**config.mk**
```make
export PLATFORM = sky130hd
export DESIGN_NAME = mole_field_driver_flat
export DESIGN_NICKNAME = d
export VERILOG_FILES = /design/src/rtl/mole_field_driver_pkg.sv /design/src/rtl/mole_field_driver_if.sv /design/src/rtl/mole_field_driver_hole_slot.sv /design/src/rtl/mole_field_driver.sv /design/src/flat_wrapper.sv
export SDC_FILE = /design/constraint.sdc
export NUM_CORES = 1
export LEC_CHECK = 0
export ABC_AREA = 1
export CAP_MARGIN = 20
export CORE_ASPECT_RATIO = 2
export CORE_UTILIZATION = 35
export DETAILED_ROUTE_END_ITERATION = 10
export GPL_TIMING_DRIVEN = 1
export PLACE_DENSITY_LB_ADDON = 0.1
export SYNTH_ARGS = -nofsm -noshare
export SYNTH_HDL_FRONTEND = slang
export SYNTH_SLANG_ARGS = --single-unit
```
**constraint.sdc**
```tcl
create_clock -name clk -period 9.3 [get_ports clk]
set_input_delay 1.86 -clock clk [delete_from_list [all_inputs] [get_ports clk]]
set_output_delay 1.86 -clock clk [all_outputs]
set_load 0.03 [all_outputs]
```
**src/rtl/mole_field_driver_pkg.sv**
```systemverilog
// Shared types, configuration and helpers for the multi-mole LED field driver.
// Optional hit-flash behaviour is selected with the MOLE_HIT_FLASH_EN macro.
package mole_pkg;

  localparam int unsigned N_HOLES     = 8;
  localparam int unsigned POS_W       = 4;
  localparam int unsigned LIFE_W      = 8;
  localparam int unsigned MAX_ACTIVE  = 3;
  localparam int unsigned FLASH_TICKS = 4;

  localparam logic [POS_W-1:0] POS_NONE = '0;

  typedef enum logic [1:0] {
    IDLE  = 2'd0,
    UP    = 2'd1,
    FLASH = 2'd2
  } hole_state_t;

  // Position 1..N_HOLES to one-hot hole select; anything else selects nothing.
  function automatic logic [N_HOLES-1:0] pos_to_onehot(input logic [POS_W-1:0] pos);
    logic [N_HOLES-1:0] oh;
    oh = '0;
    if ((pos != POS_NONE) && (32'(pos) <= N_HOLES)) begin
      oh = N_HOLES'(1) << (pos - POS_W'(1));
    end
    return oh;
  endfunction

endpackage

```
**src/rtl/mole_field_driver_if.sv**
```systemverilog
// Spawner/button/LED bundle between the mole spawner, the board and the field driver.
interface mole_field_driver_if;
  import mole_pkg::*;

  logic               tick;
  logic               spawn_valid;
  logic [POS_W-1:0]   spawn_pos;
  logic [LIFE_W-1:0]  spawn_life;
  logic               spawn_ready;
  logic [N_HOLES-1:0] whack;
  logic [N_HOLES-1:0] leds;
  logic [N_HOLES-1:0] hit_mask;
  logic [N_HOLES-1:0] miss_mask;
  logic               spawn_err;
  logic [POS_W-1:0]   active_cnt;

  modport master (
    output tick, spawn_valid, spawn_pos, spawn_life, whack,
    input  spawn_ready, leds, hit_mask, miss_mask, spawn_err, active_cnt
  );

  modport slave (
    input  tick, spawn_valid, spawn_pos, spawn_life, whack,
    output spawn_ready, leds, hit_mask, miss_mask, spawn_err, active_cnt
  );

endinterface

```
**src/rtl/mole_field_driver_hole_slot.sv**
```systemverilog
// One hole: IDLE/UP(/FLASH) FSM with lifetime or flash counter and registered LED/hit/miss.
// FLASH state is reachable only when MOLE_HIT_FLASH_EN is defined.
module mole_hole_slot
  import mole_pkg::*;
(
  input  logic              clk,
  input  logic              rst,
  input  logic              i_tick,
  input  logic              i_spawn,
  input  logic [LIFE_W-1:0] i_life,
  input  logic              i_whack,
  output hole_state_t       o_state,
  output logic              o_up_nxt_c,
  output logic              o_led,
  output logic              o_hit,
  output logic              o_miss
);

  localparam logic [LIFE_W-1:0] CNT_ONE = LIFE_W'(1);

  hole_state_t       r_state;
  hole_state_t       w_state_nxt;
  logic [LIFE_W-1:0] r_cnt;
  logic [LIFE_W-1:0] w_cnt_nxt;
  logic              r_led;
  logic              r_hit;
  logic              r_miss;
  logic              w_led_nxt;
  logic              w_hit_nxt;
  logic              w_miss_nxt;
  logic              w_last;

  assign w_last = (r_cnt == CNT_ONE);

  // State and registered outputs
  always_ff @(posedge clk or posedge rst) begin
    if (rst) begin
      r_state <= IDLE;
      r_cnt   <= '0;
      r_led   <= 1'b0;
      r_hit   <= 1'b0;
      r_miss  <= 1'b0;
    end else begin
      r_state <= w_state_nxt;
      r_cnt   <= w_cnt_nxt;
      r_led   <= w_led_nxt;
      r_hit   <= w_hit_nxt;
      r_miss  <= w_miss_nxt;
    end
  end

  // Next state: a whack on an UP hole outranks expiry on the same edge
  always_comb begin
    w_state_nxt = r_state;
    unique case (r_state)
      IDLE: begin
        if (i_spawn) w_state_nxt = UP;
      end
      UP: begin
        if (i_whack) begin
`ifdef MOLE_HIT_FLASH_EN
          w_state_nxt = FLASH;
`else
          w_state_nxt = IDLE;
`endif
        end else if (i_tick && w_last) begin
          w_state_nxt = IDLE;
        end
      end
      FLASH: begin
        if (i_tick && w_last) w_state_nxt = IDLE;
      end
      default: w_state_nxt = IDLE;
    endcase
  end

  // Counter, LED and event pulses
  always_comb begin
    w_cnt_nxt  = r_cnt;
    w_led_nxt  = r_led;
    w_hit_nxt  = 1'b0;
    w_miss_nxt = 1'b0;
    unique case (r_state)
      IDLE: begin
        if (i_spawn) begin
          w_cnt_nxt = (i_life == '0) ? CNT_ONE : i_life;
          w_led_nxt = 1'b1;
        end
      end
      UP: begin
        if (i_whack) begin
          w_hit_nxt = 1'b1;
          w_led_nxt = 1'b0;
`ifdef MOLE_HIT_FLASH_EN
          w_cnt_nxt = LIFE_W'(FLASH_TICKS);
`endif
        end else if (i_tick) begin
          if (w_last) begin
            w_miss_nxt = 1'b1;
            w_led_nxt  = 1'b0;
          end else begin
            w_cnt_nxt = r_cnt - CNT_ONE;
          end
        end
      end
      FLASH: begin
        // Blink starts dark after the hit and ends dark on the last tick
        if (i_tick) begin
          if (w_last) begin
            w_led_nxt = 1'b0;
          end else begin
            w_cnt_nxt = r_cnt - CNT_ONE;
            w_led_nxt = ~r_led;
          end
        end
      end
      default: begin
        w_led_nxt = 1'b0;
      end
    endcase
  end

  assign o_state    = r_state;
  assign o_up_nxt_c = (w_state_nxt == UP);
  assign o_led      = r_led;
  assign o_hit      = r_hit;
  assign o_miss     = r_miss;

endmodule

```
**src/rtl/mole_field_driver.sv**
```systemverilog
// Multi-mole LED field driver: spawn decode/accept, per-hole slots, occupancy accounting.
// Build with MOLE_HIT_FLASH_EN defined to make hit holes blink before going idle.
module mole_field_driver
  import mole_pkg::*;
(
  input  logic                clk,
  input  logic                rst,
  mole_field_driver_if.slave  bus
);

  logic               r_spawn_ready;
  logic               r_spawn_err;
  logic [POS_W-1:0]   r_active_cnt;

  logic               w_accept;
  logic               w_spawn_ok;
  logic [N_HOLES-1:0] w_target;
  logic [N_HOLES-1:0] w_idle;
  logic [N_HOLES-1:0] w_up_nxt;
  logic [N_HOLES-1:0] w_hole_spawn;
  logic [N_HOLES-1:0] w_led;
  logic [N_HOLES-1:0] w_hit;
  logic [N_HOLES-1:0] w_miss;
  logic [POS_W-1:0]   w_active_nxt;
  hole_state_t        w_state [N_HOLES];

  assign w_accept     = bus.spawn_valid & r_spawn_ready;
  assign w_target     = pos_to_onehot(bus.spawn_pos);
  // A hole leaving UP on this edge is still not IDLE, so it reads as busy
  assign w_spawn_ok   = |(w_target & w_idle);
  assign w_hole_spawn = (w_accept && w_spawn_ok) ? w_target : '0;

  for (genvar g = 0; g < int'(N_HOLES); g++) begin : g_hole
    mole_hole_slot u_slot (
      .clk        (clk),
      .rst        (rst),
      .i_tick     (bus.tick),
      .i_spawn    (w_hole_spawn[g]),
      .i_life     (bus.spawn_life),
      .i_whack    (bus.whack[g]),
      .o_state    (w_state[g]),
      .o_up_nxt_c (w_up_nxt[g]),
      .o_led      (w_led[g]),
      .o_hit      (w_hit[g]),
      .o_miss     (w_miss[g])
    );
    assign w_idle[g] = (w_state[g] == IDLE);
  end

  // Occupancy after this edge, so a slot freed now admits a spawn on the next edge
  always_comb begin
    w_active_nxt = '0;
    for (int i = 0; i < int'(N_HOLES); i++) begin
      w_active_nxt = w_active_nxt + POS_W'(w_up_nxt[i]);
    end
  end

  always_ff @(posedge clk or posedge rst) begin
    if (rst) begin
      r_spawn_ready <= 1'b1;
      r_spawn_err   <= 1'b0;
      r_active_cnt  <= '0;
    end else begin
      r_spawn_ready <= (32'(w_active_nxt) < MAX_ACTIVE);
      r_spawn_err   <= w_accept & ~w_spawn_ok;
      r_active_cnt  <= w_active_nxt;
    end
  end

  assign bus.spawn_ready = r_spawn_ready;
  assign bus.spawn_err   = r_spawn_err;
  assign bus.active_cnt  = r_active_cnt;
  assign bus.leds        = w_led;
  assign bus.hit_mask    = w_hit;
  assign bus.miss_mask   = w_miss;

endmodule
```
**src/flat_wrapper.sv**
```systemverilog
// flat-port wrapper written by rule: the top's interface ports become plain ports
module mole_field_driver_flat import mole_pkg::*;
  (clk, rst, bus_tick, bus_spawn_valid, bus_spawn_pos, bus_spawn_life, bus_whack, bus_spawn_ready, bus_leds, bus_hit_mask, bus_miss_mask, bus_spawn_err, bus_active_cnt);
  mole_field_driver_if bus_i ();
  input  logic clk;
  input  logic rst;
  input wire logic [$bits(bus_i.tick)-1:0] bus_tick;
  input wire logic [$bits(bus_i.spawn_valid)-1:0] bus_spawn_valid;
  input wire logic [$bits(bus_i.spawn_pos)-1:0] bus_spawn_pos;
  input wire logic [$bits(bus_i.spawn_life)-1:0] bus_spawn_life;
  input wire logic [$bits(bus_i.whack)-1:0] bus_whack;
  output wire logic [$bits(bus_i.spawn_ready)-1:0] bus_spawn_ready;
  output wire logic [$bits(bus_i.leds)-1:0] bus_leds;
  output wire logic [$bits(bus_i.hit_mask)-1:0] bus_hit_mask;
  output wire logic [$bits(bus_i.miss_mask)-1:0] bus_miss_mask;
  output wire logic [$bits(bus_i.spawn_err)-1:0] bus_spawn_err;
  output wire logic [$bits(bus_i.active_cnt)-1:0] bus_active_cnt;
  assign bus_i.tick = bus_tick;
  assign bus_i.spawn_valid = bus_spawn_valid;
  assign bus_i.spawn_pos = bus_spawn_pos;
  assign bus_i.spawn_life = bus_spawn_life;
  assign bus_i.whack = bus_whack;
  assign bus_spawn_ready = bus_i.spawn_ready;
  assign bus_leds = bus_i.leds;
  assign bus_hit_mask = bus_i.hit_mask;
  assign bus_miss_mask = bus_i.miss_mask;
  assign bus_spawn_err = bus_i.spawn_err;
  assign bus_active_cnt = bus_i.active_cnt;
  mole_field_driver u_core (.clk(clk), .rst(rst), .bus(bus_i));
endmodule
```
==> results.py, run 1 <==
metrics = {
    "cts": {
        "postCtsHoldBufs": 0,
        "numClockSinks": 110,
        "tritoncts": "yes",
        "numCtsBuffers": 9,
        "cts.root.buffer_cell": "clkbuf_16",
        "htree_num_levels": 3,
        "clkLatencyLatePin_ps": 380,
        "cts_resized": 0,
        "cts_setup_buffers": 0,
        "cts_buffer_depth": 2,
        "clk_pin_slew_ps": 80,
    },
    "worst_setup_path": {
        "crit_path_start_kind": "input pin",
        "cp_max_fo": 9,
        "crit_family": "adder cells",
        "arrival_ps": 5890,
        "r2r-end": "u_core.bus.spawn_ready",
        "regToRegSetupSlack_ps": 4930,
        "crit_path_frequent_cell": "fa_1",
        "endpoint_kind": "flip-flop",
        "crit_required_ps": 9590,
        "path_buf_inv": 3,
        "crit_path_start": "bus_spawn_pos[0]",
        "worstSetupPathType": "in -> reg",
        "crit_cells": 19,
        "reg2reg_from": "u_core.g_hole[4].u_slot.o_state[1]",
        "reg2reg_depth": 18,
        "critPathSlowestCell": "fa_1",
        "crit_path_cell_trace": "clkdlybuf4s50_1 -> nand2_1 -> inv_1 -> nand3_1 -> nand2_1 -> nor2_1 -> nand2_4 -> nand3_2 -> nand3_1 -> nand2_1 -> nor2_1 -> ha_1 -> inv_1 -> fa_1 -> fa_1 -> fa_1 -> fa_1 -> xnor2_1 -> a211oi_1",
        "slowest_delay_ps": 520,
        "endpoint": "u_core.bus.spawn_ready",
    },
    "finish": {
        "layout_commonest_cell": "nand2_1",
        "fin_area_um2": 8848,
        "fillers": 2353,
        "area_growth_pct": 11.35,
        "ff_latch_area_um2": 2754,
        "fin_nets": 1216,
        "layout-drive-gt1-share_pct": 5.779,
        "multi_input_area_um2": 4290,
        "fin_cells": 1418,
        "antenna_cells": 0,
        "layout.cells.most_common_list": "308 x nand2_1, 152 x inv_1, 136 x nand3_1",
    },
    "die": {
        "die_x_um": 108.5,
        "std_cell_rows": 77,
        "io_pins": 54,
        "die_height_um": 215.1,
        "dieArea_um2": 23350,
        "start_util_pct": 35.86,
        "coreArea_um2": 22160,
    },
    "sta": {
        "rsz0062_at_grt": "false",
        "fmax_mhz": 178.6,
        "tightest_slew_ps": 776.2,
        "fin_skew_ps": 11.33,
        "setup_viol": 0,
        "final.min_clock_period_ps": 5601,
        "slew_violations": 0,
        "finalHoldViolCount": 0,
        "fin_setup_tns_ps": 0,
        "post-route-period-util_pct": 60.22,
        "slew_headroom_pct": 48.09,
    },
    "pwr": {
        "ir_worst_vdd_mv": 0.1224,
        "power.density_nw_per_um2": 300.4,
        "cellLeakagePower_nw": 4.531,
    },
    "synthesis": {
        "synth_nets": 1191,
        "synth_seq_area_share_pct": 34.66,
        "avgSynthCellArea_um2": 7.146,
        "synth_area_um2": 7946,
        "synthCells": 1112,
        "synth_seq_cells": 110,
        "synth.distinct_cells": 38,
        "synth-warning-count": 0,
    },
    "detailed_routing": {
        "ant_nets": 0,
        "via_per_inst": 4.940,
        "drt_iter0_drc": 275,
        "drt_first_pass_iters": 5,
        "vias": 7005,
        "wl_per_cell_um": 15.67,
        "wl_mm": 22.22,
        "drc": 0,
    },
    "global_routing": {
        "overflow": 0,
        "grt.total_usage_pct": 20.67,
        "grt_pass1_wl_mm": 36.49,
        "grt_pass1_vias": 7087,
        "antenna_found_initial": 1,
        "grt_max_degree": 58,
    },
    "run_status": {
        "status": "completed",
    },
    "placed_design": {
        "dp_hpwl_mm": 16.66,
        "place_area_um2": 8549,
        "port_buffers": 53,
        "place_inst": 1402,
        "routabilityCongestion": 0.8086,
    },
    "run": {
        "max_cap_viol_count": 0,
    },
    "min_path": {
        "min_path_type": "reg -> reg",
    },
}
synthesized netlist by cell type, drive strengths merged:
cell	n	share of area, %
dfstp	1	0.33
xor2	7	0.77
nor3b	3	0.28
a21o	1	0.095
inv	154	7.3
ha	51	8.0
o21a	4	0.38
nand3b	9	0.85
a22oi	13	1.2
o21bai	6	0.61
nand4	12	0.94
xnor2	6	0.66
nand2	325	16
clkinv	1	0.047
clkbuf	12	0.57
a211oi	1	0.095
o21ai	64	4.0
nor2	89	4.4
nor3	16	2.0
a21oi	41	2.6
buf	33	3.5
or2	2	0.16
fa	4	1.0
dfrtp	109	34
nand3	144	9.6
a31oi	4	0.31
worst min-delay path by stage:
stage,slack (ps),to,from,cells past startpoint
3_3_place_gp,460,u_core.g_hole[4].u_slot.r_cnt[1],u_core.g_hole[4].u_slot.r_cnt[1],2
4_1_cts,480,u_core.g_hole[1].u_slot.r_cnt[4],u_core.g_hole[1].u_slot.r_cnt[4],2
5_1_grt,490,u_core.g_hole[1].u_slot.r_cnt[4],u_core.g_hole[1].u_slot.r_cnt[4],2
3_5_place_dp,460,u_core.g_hole[1].u_slot.r_cnt[4],u_core.g_hole[1].u_slot.r_cnt[4],2
2_1_floorplan,440,u_core.g_hole[0].u_slot.r_cnt[1],u_core.g_hole[0].u_slot.r_cnt[1],2
6_report,470,u_core.g_hole[4].u_slot.r_cnt[1],u_core.g_hole[4].u_slot.r_cnt[1],2
metrics by stage:
stage / util [%] / total power [mW] / hold slack (ps) / setup WS, ps
after floorplan: - / 1.934 / 441.9 / 4058
after global placement: 38.58 / 2.262 / 455.3 / 3369
after detailed placement: 38.58 / 2.271 / 458.9 / 3295
after CTS: 39.93 / 2.699 / 477.5 / 3698
after global routing: 39.93 / 2.945 / 494.2 / 3413
final: 39.93 / 2.658 / 473.8 / 3699
worst register-to-register path, cell delays in order, from the launching register on:
cell,delay (ps)
dfrtp_1,470
inv_1,100
ha_1,320
nand3_1,140
nand2_1,60
nor2_1,160
nand2_4,140
nand3_2,130
nand3_1,100
nand2_1,70
nor2_1,40
ha_1,260
inv_1,50
fa_1,510
fa_1,520
fa_1,460
fa_1,390
xnor2_1,160
a211oi_1,210
per-layer routing:
| layer | share of wire (%) | routed length [um] | GRT usage (%) | vias to the layer above |
|---|---|---|---|---|
| li1 | - | - | - | 3584 |
| met1 | 40 | 8862 | 22.73 | 3248 |
| met2 | 52 | 11510 | 36.88 | 133 |
| met3 | 3.6 | 805 | 3.397 | 40 |
| met4 | 4.7 | 1039 | 11.04 | 0 |
| met5 | 0 | 0 | 0 | - |
area by class of cell:
cell class	count	share of cell area, %
Multi-Input combinational cell	802	48.49
Sequential cell	110	31.12
Inverter	155	6.603
Timing Repair Buffer	59	6.505
Tap cell	276	3.903
Clock buffer	9	2.545
Clock inverter	7	0.8343
registers in the layout, summed over array words and instances, names as in the netlist:
name                          count
u_core.bus.active_cnt             4
u_core.bus.spawn_err              1
u_core.bus.spawn_ready            1
u_core.g_hole.u_slot.o_hit        8
u_core.g_hole.u_slot.o_led        8
u_core.g_hole.u_slot.o_miss       8
u_core.g_hole.u_slot.o_state     16
u_core.g_hole.u_slot.r_cnt       64
kinds of logic (layout without fill, tap and decap cells):
family	count (synthesis)	in the layout	synth area share (%)
compound gates	134	134	9.384
xor+xnor	13	13	1.433
fa+ha+maj	55	55	9.038
buf+inv	200	230	11.35
flops	110	110	34.66
simple gates	600	600	34.14
report_power, final:
part	internal, mW	switching [mW]
clock	0.210	0.202
combinational	0.487	0.939
sequential	0.659	0.161
Note: power is estimated with default switching activity, not from simulation.
==> run 2: changes to the inputs <==
==> constraint.sdc (replaced) <==
create_clock -name clk -period 5.3 [get_ports clk]
set_input_delay 1.06 -clock clk [delete_from_list [all_inputs] [get_ports clk]]
set_output_delay 1.06 -clock clk [all_outputs]
set_load 0.03 [all_outputs]
==> run 2 against run 1 <==
  * Combinational power is 78% higher
  * Critical endpoint unchanged
  * Register-to-register slack worse by 3900 ps
  * Via count is 2.2% higher
  * Cell count is 0.49% higher
  * Clock skew is 6.0 ps lower
==> results.py, run 2 (synthesized netlist as in run 1, its figures left out) <==
metrics = {
    "global_routing": {
        "antenna_found_initial": 0,
        "overflow": 0,
        "grt.total_usage_pct": 20.52,
        "grt_max_degree": 74,
        "grt_pass1_vias": 6962,
        "grt_pass1_wl_mm": 36.25,
    },
    "pwr": {
        "cellLeakagePower_nw": 4.554,
        "p_total_mw": 4.650,
        "ir_worst_vdd_mv": 0.2185,
        "power.density_nw_per_um2": 524.0,
    },
    "detailed_routing": {
        "wl_mm": 22.47,
        "drt_first_pass_iters": 5,
        "vias": 7160,
        "ant_nets": 0,
        "drc": 0,
        "via_per_inst": 5.025,
        "drt_iter0_drc": 303,
        "wl_per_cell_um": 15.77,
    },
    "cts": {
        "htree_num_levels": 3,
        "cts_setup_buffers": 0,
        "tritoncts": "yes",
        "cts.root.buffer_cell": "clkbuf_16",
        "clk_pin_slew_ps": 70,
        "cts_resized": 0,
        "numClockSinks": 110,
        "numCtsBuffers": 9,
        "clkLatencyLatePin_ps": 370,
        "cts_buffer_depth": 2,
        "postCtsHoldBufs": 0,
    },
    "die": {
        "die_height_um": 215.1,
        "coreArea_um2": 22160,
        "io_pins": 54,
        "std_cell_rows": 77,
        "die_x_um": 108.5,
        "start_util_pct": 35.86,
        "dieArea_um2": 23350,
    },
    "finish": {
        "fin_area_um2": 8875,
        "fin_cells": 1425,
        "postLayoutCoreUtil_pct": 40.05,
        "layout_commonest_cell": "nand2_1",
        "layout.cells.most_common_list": "308 x nand2_1, 152 x inv_1, 136 x nand3_1",
        "largest_reg_flops": 64,
        "fin_nets": 1223,
        "layout-drive-gt1-share_pct": 6.005,
        "antenna_cells": 0,
        "area_growth_pct": 11.68,
        "top_register": "u_core.g_hole.u_slot.r_cnt",
    },
    "sta": {
        "slew_headroom_pct": 36.92,
        "final.min_clock_period_ps": 4709,
        "fin_setup_tns_ps": 0,
        "fmax_mhz": 212.4,
        "whs_ps": 474.3,
        "finalHoldViolCount": 0,
        "slew_violations": 0,
        "post-route-period-util_pct": 88.85,
        "tightest_slew_ps": 946.2,
        "rsz0062_at_grt": "false",
        "fin_ws_ps": 590.9,
        "fin_skew_ps": 5.297,
        "setup_viol": 0,
    },
    "worst_setup_path": {
        "worstSetupPathType": "in -> reg",
        "r2r-end": "u_core.bus.spawn_ready",
        "cp_max_fo": 4,
        "reg2reg_depth": 18,
        "regToRegSetupSlack_ps": 1010,
        "crit_required_ps": 5590,
        "reg2reg_from": "u_core.g_hole[6].u_slot.o_state[1]",
        "crit_path_start_kind": "input pin",
        "endpoint_kind": "flip-flop",
        "arrival_ps": 5000,
        "crit_path_start": "bus_spawn_pos[1]",
    },
    "min_path": {
        "hp-start": "u_core.g_hole[3].u_slot.r_cnt[1]",
        "min_to": "u_core.g_hole[3].u_slot.r_cnt[1]",
        "min_path_type": "reg -> reg",
        "holdPathStages": 2,
    },
    "run_status": {
        "status": "completed",
    },
    "placed_design": {
        "place_area_um2": 8602,
        "dp_worst_setup_slack_ps": 186.4,
        "port_buffers": 53,
        "routabilityCongestion": 0.8311,
        "dp_hpwl_mm": 16.79,
        "place_inst": 1409,
    },
    "run": {
        "max_cap_viol_count": 0,
    },
}
-- run 2: cell count changes in the layout (fill, tap and decap cells not counted), sizes merged --
cell / previous run / this run
clkbuf: 9 / 15
inv: 155 / 154
clkinv: 5 / 2
buf: 6 / 13
clkinvlp: 1 / 0
bufinv: 1 / 0
-- run 2: worst max path at each step --
| stage | to | cells past startpoint | slack (ps) |
|---|---|---|---|
| floorplan | u_core.bus.spawn_ready | 18 | 860 |
| global placement | u_core.bus.spawn_ready | 19 | 230 |
| detailed placement | u_core.bus.spawn_ready | 19 | 190 |
| CTS | u_core.bus.spawn_ready | 19 | 590 |
| global route | u_core.bus.spawn_ready | 19 | 270 |
| finish | u_core.bus.spawn_ready | 19 | 590 |
-- run 2: worst max-delay path: stages --
cell and delay, ps:
clkdlybuf4s50_1 460, nand2_1 130, inv_1 60, nand3_1 80, nand2_1 60, nor2_1 180
nand2_4 90, nand3_2 110, nand3_1 100, nand2_1 80, nor2_1 40, ha_1 260
inv_1 50, fa_1 510, fa_1 520, fa_1 470, fa_1 390, xnor2_1 150
a211oi_1 210
-- run 2: where the power goes --
part / internal (mW) / switching (mW)
Sequential: 1.16 / 0.282
Combinational: 0.874 / 1.67
Clock: 0.345 / 0.322
-- run 2: final cells by class --
cell class,count,area [um^2]
sequential,110,2754
clock inverter,1,5.005
timing repair buffer,66,628.1
fill,2409,13280
inverter,155,584.3
multi-input combinational,802,4290
clock buffer,15,267.8
tap,276,345.3
-- run 2: layer usage --
metal / part of all wire [%] / global-route usage, % / up-vias / routed length, um
li1: - / - / 3603 / -
met1: 39 / 22.76 / 3395 / 8874
met2: 54 / 37.17 / 131 / 12030
met3: 3.3 / 3.336 / 31 / 735
met4: 3.7 / 9.324 / 0 / 828
met5: 0 / 0 / - / 0
